`config.mk`:
```
export PLATFORM = sky130hd
export DESIGN_NAME = bit_serializer
export DESIGN_NICKNAME = d
export VERILOG_FILES = /design/src/rtl/bit_serializer.sv
export SDC_FILE = /design/constraint.sdc
export NUM_CORES = 1
export LEC_CHECK = 0
export CAP_MARGIN = 5
export CORE_UTILIZATION = 45
export DETAILED_ROUTE_END_ITERATION = 8
export PLACE_DENSITY_LB_ADDON = 0.12
export REMOVE_ABC_BUFFERS = 1
export SYNTH_ARGS = -nofsm -noshare
export SYNTH_HDL_FRONTEND = slang
export SYNTH_SLANG_ARGS = --single-unit
export TNS_END_PERCENT = 100
```
`constraint.sdc`:
```
create_clock -name clk -period 1.71 [get_ports clk]
set_input_delay 0.2565 -clock clk [delete_from_list [all_inputs] [get_ports clk]]
set_output_delay 0.2565 -clock clk [all_outputs]
set_load 0.02 [all_outputs]
```
`src/rtl/bit_serializer.sv`:
```
// bit_serializer: MSB-first parallel-to-serial front end for the XOR scrambler stage,
// with an optional even-parity bit appended after the LSB of each word.
module bit_serializer #(
    parameter int unsigned W        = 8,
    parameter int unsigned PARITY   = 0,
    parameter bit          IDLE_BIT = 1'b0
) (
    input  logic         clk,
    input  logic         reset,
    input  logic         in_valid,
    input  logic [W-1:0] in_data,
    output logic         in_ready,
    output logic         d,
    output logic         d_valid,
    output logic         frame_start,
    output logic         done
);

    localparam int unsigned   L       = W + ((PARITY != 0) ? 1 : 0);
    localparam int unsigned   CW      = $clog2(L);
    localparam logic [CW-1:0] LastCnt = CW'(L - 1);

    typedef enum logic [0:0] {StIdle, StShift} state_e;

    state_e        state_q, state_d;
    logic [W-1:0]  sr_q, sr_d;
    logic          par_q, par_d;
    logic [CW-1:0] cnt_q, cnt_d;

    logic last_bit;
    logic accept;

    assign last_bit = (state_q == StShift) && (cnt_q == LastCnt);
    assign accept   = in_valid && in_ready;

    // State register
    always_ff @(posedge clk or negedge reset) begin
        if (!reset) begin
            state_q <= StIdle;
            sr_q    <= '0;
            par_q   <= 1'b0;
            cnt_q   <= '0;
        end else begin
            state_q <= state_d;
            sr_q    <= sr_d;
            par_q   <= par_d;
            cnt_q   <= cnt_d;
        end
    end

    // Next state: in_ready only allows an accept in idle or on the last bit,
    // so a reload always takes priority over shifting.
    always_comb begin
        state_d = state_q;
        sr_d    = sr_q;
        par_d   = par_q;
        cnt_d   = cnt_q;
        if (accept) begin
            state_d = StShift;
            sr_d    = in_data;
            par_d   = ^in_data;
            cnt_d   = '0;
        end else if (state_q == StShift) begin
            if (!last_bit) begin
                sr_d  = {sr_q[W-2:0], 1'b0};
                cnt_d = cnt_q + CW'(1);
            end else begin
                state_d = StIdle;
            end
        end
    end

    // Outputs decode from registers only, so nothing combinational reaches back upstream.
    always_comb begin
        in_ready    = (state_q == StIdle) || last_bit;
        d_valid     = (state_q == StShift);
        frame_start = d_valid && (cnt_q == '0);
        done        = last_bit;
        if (!d_valid) begin
            d = IDLE_BIT;
        end else if ((PARITY != 0) && last_bit) begin
            d = par_q;
        end else begin
            d = sr_q[W-1];
        end
    end

endmodule

```
==> impl_metrics.toml, run 1 <==
[yosys]
ys_seq_elements = 12
synth_common_cells = "dfrtp_1, nand2_1, mux2i_1, o21ai_0, ha_1"
synth_top_family_by_area = "multiplexers"
yosysTopAreaCell = "dfrtp_1"
ys.warnings.count = 0
ys_types = 17
async_flop_share_pct = 100
synth.top_cell.area_share_pct = 48.7
yosysMostFrequentCell = "dfrtp_1"
synth_cells = 55
synth-seq-area-share_pct = 48.7
synth_simple_gate_area_share_pct = 14.2
muxShareOfSynthArea_pct = 16.6
synth.area.top_cells = "dfrtp_1, mux2i_1, o21ai_0, ha_1, nand2_1"
synth-compound-area-share_pct = 7.71
netlist_area_sq_um = 617
synth-xor-area-share_pct = 0
synth_top_flop_cell = "dfrtp_1"
synth_enable_flop_cells = 0
syn_avg_cell_area_sq_um = 11.2
synth_fa_ha_area_share_pct = 6.09

[sta]
fin_skew_ns = 0.00425
tns_ns = 0
finalCriticalPeriod_ns = 1.65
hold_viol = 0
timing.final.crit_share_pct = 96.5
hold_slack_ns = 0.325
rsz0062_at_grt = "no"
slew_viol_final = 0
max_freq_mhz = 606
setup_viol = 0
slew_headroom_pct = 64.9
tightest_slew_ns = 0.524

[power]
p_total_uw = 1270
p_leak_uw = 0.000405
powerDensity_nw_per_um2 = 1570
peakVddDrop_v = 0.00109

[setup_path]
worstSetupEndpointType = "primary output"
path_class = "flip-flop to primary output"
reg2regPathDepth = 6
timing.critical_path.from_type = "flip-flop"
worstPathArrival_ns = 1.39
required_ns = 1.45
cp_max_fo = 5

[layout]
num-fill-cells = 104
antenna_cells = 0
final_net_count = 90
final-seq-area_sq_um = 300
multi_input_area_sq_um = 278
layout-drive-gt1-share_pct = 21.3
area_delta_synth_final_pct = 31.0

[global_route]
grt_pass1_wl_mm = 1.93
gr-usage-met2_pct = 35.0
grt_usage_pct = 19.6
grt_most_used_layer = "met2"
grt_pass1_vias = 484
grt_max_degree = 21
grtUsageMet3_pct = 5.20
antenna_found_initial = 0
gr-usage-met1_pct = 21.7
overflow = 0

[die]
start_util_pct = 52.0
dieArea_sq_um = 1520
fp.dieW_um = 39.0
fp.coreArea_sq_um = 1190
pin_count = 16
row_count = 12
die-height_um = 39.0

[flow_run]
drv_cap = 0

[placement]
place_hpwl_um = 799
gp_congestion = 0.720
io_buffers = 15

[drt]
vias = 450
remaining_drc_errors = 0
finalWirelength_mm = 1.07
drtPass1Iterations = 4
drtIter0Drc = 1
postRouteAntennaNets = 0
wl_per_cell_um = 12.0
viasPerCell = 5.06

[clocking]
cts_hold_buf = 0
root_buffer = "clkbuf_4"
cts_buffer_depth = 2
clk_pin_slew_ns = 0.08
post_cts_buffers = 0
htree_levels = 1
cts_inserted_buffers = 3
cts_sinks = 12
cts_tree = "yes"
clock_latency_ns = 0.27

[run_status]
status = "completed"

[worst_hold_path]
min_path_type = "primary input to asynchronous set/reset pin"
-- placed cells by master, fill, tap and decap left out, types with 2 or more instances in the layout --
cell type	n
dfrtp_1	12
clkdlybuf4s50_1	12
nand2_1	9
mux2i_1	8
o21ai_0	8
buf_4	4
clkbuf_4	3
inv_1	2
and2_1	2
ha_1	2
buf_2	2
-- kinds of logic (layout without fill, tap and decap cells) --
logic type	Yosys count	after routing
muxes	9	9
adders and majority gates	3	3
and+or+nand+nor	16	16
DFF	12	12
buffers and inverters	6	26
AOI/OAI and AO/OA	9	9
-- flip-flops by register name (all words and copies together), names as in the netlist --
signal,count
sr_q,8
cnt_q,3
d_valid,1
-- report_power, final --
part / internal, uW / switching [uW] / total, uW
Clock: 129 / 93.4 / 223
Combinational: 281 / 302 / 583
Sequential: 397 / 62.7 / 459
Total: 807 / 458 / 1270
-- cell type report --
class	instances	share of cell area [%]
inverter	3	1.39
clock buffer	4	4.49
timing repair buffer	19	20.4
sequential	12	37.2
tap	14	2.17
multi-input combinational	37	34.4
-- worst max-delay path: stages (launching register included) --
cell and delay (ns):
dfrtp_1 0.40, and2_1 0.14, clkdlybuf4s50_1 0.59
-- per-layer routing --
metal / vias up / routed length, um
li1: 223 / -
met1: 209 / 468
met2: 16 / 533
met3: 2 / 65
met4: 0 / 6
met5: - / 0
-- through the flow --
stage          std cells  util (%)  worst slack [ns]  instance area [sq um]
2_1_floorplan         52         -             0.195                    587
3_3_place_gp          85      66.1           -0.0235                    785
5_1_grt               89      68.1           0.00570                    808
3_5_place_dp          85      66.1           -0.0265                    785
4_1_cts               89      68.4           0.00696                    811
6_report              89      68.1            0.0602                    808
-- repair_timing --
item / 4_1_cts / 5_1_grt
cloned: 0 / 0
setup endpoints to repair: 3 / 2
gates resized for setup: 10 / 2
-- path summary, 6_finish.rpt --
kind                                   endpoint  slack (ns)                 start
setup / recovery                              d        0.06     d_valid$_DFF_PN0_
hold / removal              sr_q[7]$_DFFE_PN0P_        0.32                 reset
setup reg to reg           cnt_q[0]$_DFFE_PN0P_        0.26  cnt_q[0]$_DFFE_PN0P_
hold reg to reg             sr_q[7]$_DFFE_PN0P_        0.48   sr_q[6]$_DFFE_PN0P_
max in group asynchronous   sr_q[3]$_DFFE_PN0P_        1.03                 reset
min in group clk            sr_q[7]$_DFFE_PN0P_        0.48   sr_q[6]$_DFFE_PN0P_
Power figures use the tool's default switching activity.
==> inputs of run 2 (changes only) <==
--- a/config.mk
+++ b/config.mk
@@ -8,7 +8,7 @@
 export CAP_MARGIN = 5
 export CORE_UTILIZATION = 45
 export DETAILED_ROUTE_END_ITERATION = 8
-export PLACE_DENSITY_LB_ADDON = 0.12
+export PLACE_DENSITY = 0.75
 export REMOVE_ABC_BUFFERS = 1
 export SYNTH_ARGS = -nofsm -noshare
 export SYNTH_HDL_FRONTEND = slang
==> impl_metrics.toml, run 2 (same netlist as run 1, synthesis figures left out) <==
[run_status]
status = "completed"

[placement]
io_buffers = 15
place_hpwl_um = 707
gp_congestion = 0.711
dp_cells = 84
pre_cts_ws_ns = -0.0395

[setup_path]
required_ns = 1.45
r2r-start = "cnt_q[0]$_DFFE_PN0P_"
worstPathArrival_ns = 1.38
slowest_stage = "clkdlybuf4s50_1"
cp_max_fo = 5
cp_num_buf_inv = 1
timing.critical_path.from_type = "flip-flop"
startpoint = "d_valid$_DFF_PN0_"
worstSetupEndpointType = "primary output"
cp_top_family = "buffers and inverters"
cp_slowest_stage_delay_ns = 0.59
path_class = "flip-flop to primary output"
path_cells = "and2_1 > clkdlybuf4s50_1"

[die]
fp.dieW_um = 39.0
dieArea_sq_um = 1520
row_count = 12
pin_count = 16
die-height_um = 39.0
fp.coreArea_sq_um = 1190
start_util_pct = 52.0

[global_route]
grtUsageMet3_pct = 3.47
grt_most_used_layer = "met2"
antenna_found_initial = 0
gr-usage-met2_pct = 29.6
grt_pass1_wl_mm = 1.80
gr-usage-met1_pct = 22.7
grt_pass1_vias = 433
grt_usage_pct = 18.7
overflow = 0
grt_max_degree = 21

[clocking]
cts_tree = "yes"
cts_sinks = 12
root_buffer = "clkbuf_4"
clk_pin_slew_ns = 0.08
htree_levels = 1
post_cts_buffers = 0
cts_inserted_buffers = 3
cts_buffer_depth = 2
clock_latency_ns = 0.27

[sta]
fin_skew_ns = 0.00513
hold_slack_ns = 0.326
rsz0062_at_grt = "no"
timing.final.crit_share_pct = 95.6
finalCriticalPeriod_ns = 1.64
max_freq_mhz = 612
tightest_slew_ns = 0.525
setup_viol = 0
finalWorstSetupSlack_ns = 0.0750
slew_headroom_pct = 64.9
slew_viol_final = 0
hold_viol = 0

[power]
peakVddDrop_v = 0.000711
p_leak_uw = 0.000399
powerDensity_nw_per_um2 = 1550

[flow_run]
drv_cap = 0

[layout]
largest_register_ffs = 8
final-seq-area_sq_um = 300
final_net_count = 89
final_cell_mix = "dfrtp_1, clkdlybuf4s50_1, nand2_1"
multi_input_area_sq_um = 278
area_delta_synth_final_pct = 29.8
antenna_cells = 0
top_register = "sr_q"
num-fill-cells = 104
layout-drive-gt1-share_pct = 20.3
instances_no_fill = 88

[drt]
postRouteAntennaNets = 0
wl_per_cell_um = 11.6
finalWirelength_mm = 1.02
vias = 436
drtPass1Iterations = 3
remaining_drc_errors = 0
viasPerCell = 4.95
drtIter0Drc = 10

[worst_hold_path]
min_path_type = "primary input to asynchronous set/reset pin"
## run 2: cell types whose count changed in the layout (fill, tap and decap cells not counted), sizes merged
| cell | before | now |
|---|---|---|
| buf | 6 | 5 |
## run 2: per-layer routing
layer / part of all wire, % / routed length (um)
met5: 0 / 0
met4: 1.1 / 11
met3: 4.9 / 50
met2: 51 / 523
met1: 43 / 437
## run 2: repair_timing
item,in CTS,in global routing
endpoints found under the setup margin,3,2
resized for setup,10,2
hold buffers,0,0
## run 2: report_power, final
group | internal (uW) | switching [uW]
clock network | 129 | 95.1
registers | 397 | 62.7
logic | 270 | 289
## run 2: layout make-up
class,instances,share of cell area [%]
tap,14,2.19
inverter,3,1.41
sequential,12,37.5
timing repair buffer,18,19.7
multi-input combinational,37,34.7
clock buffer,4,4.53
## run 2: worst paths after layout
path	cells past startpoint	end	slack (ns)
min in group clk	2	sr_q[4]$_DFFE_PN0P_	0.48
max in group asynchronous	1	sr_q[3]$_DFFE_PN0P_	1.03
max	2	d	0.07
max reg2reg	6	cnt_q[0]$_DFFE_PN0P_	0.28
min	1	cnt_q[2]$_DFFE_PN0P_	0.33
min reg2reg	2	sr_q[4]$_DFFE_PN0P_	0.48
## run 2: per-stage QoR
step | util (%) | TNS, ns | power [uW] | instance area, sq um
final | 67.5 | 0 | 1240 | 801
after global routing | 67.5 | 0 | 1360 | 801
after CTS | 67.7 | 0 | 1260 | 803
after detailed placement | 65.5 | -0.0525 | 1050 | 777
after global placement | 65.5 | -0.0174 | 1030 | 777
after floorplan | - | 0 | 825 | 587
## run 2: worst register-to-register path: cells and delay by family (launching register included)
| kind | cells | cell delay (ns) |
|---|---|---|
| adders and majority gates | 2 | 0.39 |
| buffers and inverters | 1 | 0.22 |
| DFF | 1 | 0.39 |
| muxes | 1 | 0.06 |
| and+or+nand+nor | 2 | 0.28 |
==> inputs of run 3 (changes only) <==
--- a/config.mk
+++ b/config.mk
@@ -6,9 +6,11 @@
 export NUM_CORES = 1
 export LEC_CHECK = 0
 export CAP_MARGIN = 5
-export CORE_UTILIZATION = 45
+export CELL_PAD_IN_SITES_DETAIL_PLACEMENT = 0
+export CELL_PAD_IN_SITES_GLOBAL_PLACEMENT = 1
+export CORE_UTILIZATION = 35
 export DETAILED_ROUTE_END_ITERATION = 8
-export PLACE_DENSITY = 0.75
+export PLACE_DENSITY_LB_ADDON = 0.1
 export REMOVE_ABC_BUFFERS = 1
 export SYNTH_ARGS = -nofsm -noshare
 export SYNTH_HDL_FRONTEND = slang
==> impl_metrics.toml, run 3 (same netlist as run 1, synthesis figures left out) <==
[power]
pwr-share-clk_pct = 14.2
powerDensity_nw_per_um2 = 1500
pwr-share-seq_pct = 38.0
comb_power_share_pct = 47.8
p_total_uw = 1200
p_sw_uw = 438
internal_power_uw = 761
peakVddDrop_v = 0.000740
p_sw_share_pct = 36.6
p_leak_uw = 0.000413

[setup_path]
required_ns = 1.45
startpoint = "cnt_q[0]$_DFFE_PN0P_"
worstSetupEndpointType = "primary output"
timing.critical_path.from_type = "flip-flop"
r2r-start = "cnt_q[0]$_DFFE_PN0P_"
worstPathArrival_ns = 1.34
cp_max_fo = 2
path_class = "flip-flop to primary output"

[die]
start_util_pct = 39.1
fp.dieW_um = 44.0
die-height_um = 44.0
pin_count = 16
dieArea_sq_um = 1930
row_count = 14
fp.coreArea_sq_um = 1580

[drt]
drtPass1Iterations = 5
postRouteAntennaNets = 0
drtIter0Drc = 5
remaining_drc_errors = 0
vias = 446
wl_per_cell_um = 11.4
finalWirelength_mm = 1.03
viasPerCell = 4.96

[clocking]
post_cts_buffers = 0
cts_sinks = 12
cts_hold_buf = 0
root_buffer = "clkbuf_4"
cts_tree = "yes"
cts_buffer_depth = 2
cts_inserted_buffers = 3
ctsResizeCount = 10
clock_latency_ns = 0.27
clk_pin_slew_ns = 0.07
htree_levels = 1

[sta]
max_freq_mhz = 625
rsz0062_at_grt = "no"
setup_viol = 0
tns_ns = 0
timing.final.crit_share_pct = 93.5
finalCriticalPeriod_ns = 1.60
finalWorstSetupSlack_ns = 0.111
slew_headroom_pct = 62.4
hold_viol = 0
slew_viol_final = 0
fin_skew_ns = 0.000779
tightest_slew_ns = 0.562

[worst_hold_path]
min_path_type = "primary input to asynchronous set/reset pin"

[layout]
largest_register_ffs = 8
num-fill-cells = 150
area_delta_synth_final_pct = 29.6
antenna_cells = 0
layout_commonest_cell = "dfrtp_1"
top_register = "sr_q"
layout-drive-gt1-share_pct = 20.3
multi_input_area_sq_um = 278
final-seq-area_sq_um = 300
final_cell_mix = "dfrtp_1, clkdlybuf4s50_1, nand2_1"
final_net_count = 90

[flow_run]
drv_cap = 0

[global_route]
overflow = 0
antenna_found_initial = 0
grt_max_degree = 21
grt_pass1_vias = 407
grt_usage_pct = 13.5
grt_pass1_wl_mm = 1.77

[placement]
gp_congestion = 0.607
pre_cts_ws_ns = -0.0172
place_hpwl_um = 734
io_buffers = 15

[run_status]
status = "completed"
[run 3: worst max-delay path: stages (launching register included)]
cell,delay [ns]
dfrtp_1,0.38
ha_1,0.20
ha_2,0.19
nor2b_4,0.12
inv_2,0.04
buf_2,0.15
[run 3: power groups by stage]
| stage | clock (uW) | sequential (uW) | combinational, uW |
|---|---|---|---|
| 2_1_floorplan | 0 | 466 | 359 |
| 3_3_place_gp | 0 | 459 | 601 |
| 3_5_place_dp | 0 | 464 | 610 |
| 4_1_cts | 180 | 458 | 587 |
| 5_1_grt | 189 | 469 | 649 |
| 6_report | 170 | 456 | 573 |
[run 3: worst paths after layout]
check | to | cells after the start | slack, ns
setup / recovery | in_ready | 5 | 0.11
hold / removal | sr_q[6]$_DFFE_PN0P_ | 1 | 0.35
setup reg to reg | cnt_q[0]$_DFFE_PN0P_ | 6 | 0.27
hold reg to reg | sr_q[5]$_DFFE_PN0P_ | 2 | 0.48
max in group asynchronous | sr_q[2]$_DFFE_PN0P_ | 1 | 1.00
min in group clk | sr_q[5]$_DFFE_PN0P_ | 2 | 0.48
[run 3: layout make-up]
cell class / instances / area share [%]
Multi-Input combinational cell: 37 / 34.7
Tap cell: 16 / 2.50
Inverter: 3 / 1.41
Sequential cell: 12 / 37.6
Timing Repair Buffer: 19 / 21.0
Clock buffer: 3 / 2.82
[run 3: metal layers]
| layer | global-route usage, % | up-vias | routed length, um |
|---|---|---|---|
| li1 | - | 223 | - |
| met1 | 17.5 | 205 | 478 |
| met2 | 19.4 | 14 | 478 |
| met3 | 3.75 | 4 | 47 |
| met4 | 9.09 | 0 | 23 |
| met5 | 0 | - | 0 |
[run 3: stage by stage]
| step | cell area, sq um | hold WS (ns) | util [%] | cells |
|---|---|---|---|---|
| CTS | 800 | 0.351 | 50.7 | 90 |
| global placement | 787 | 0.464 | 49.9 | 87 |
| detailed placement | 787 | 0.465 | 49.9 | 87 |
| global route | 800 | 0.395 | 50.7 | 90 |
| floorplan | 587 | -0.0391 | - | 52 |
| finish | 800 | 0.346 | 50.7 | 90 |
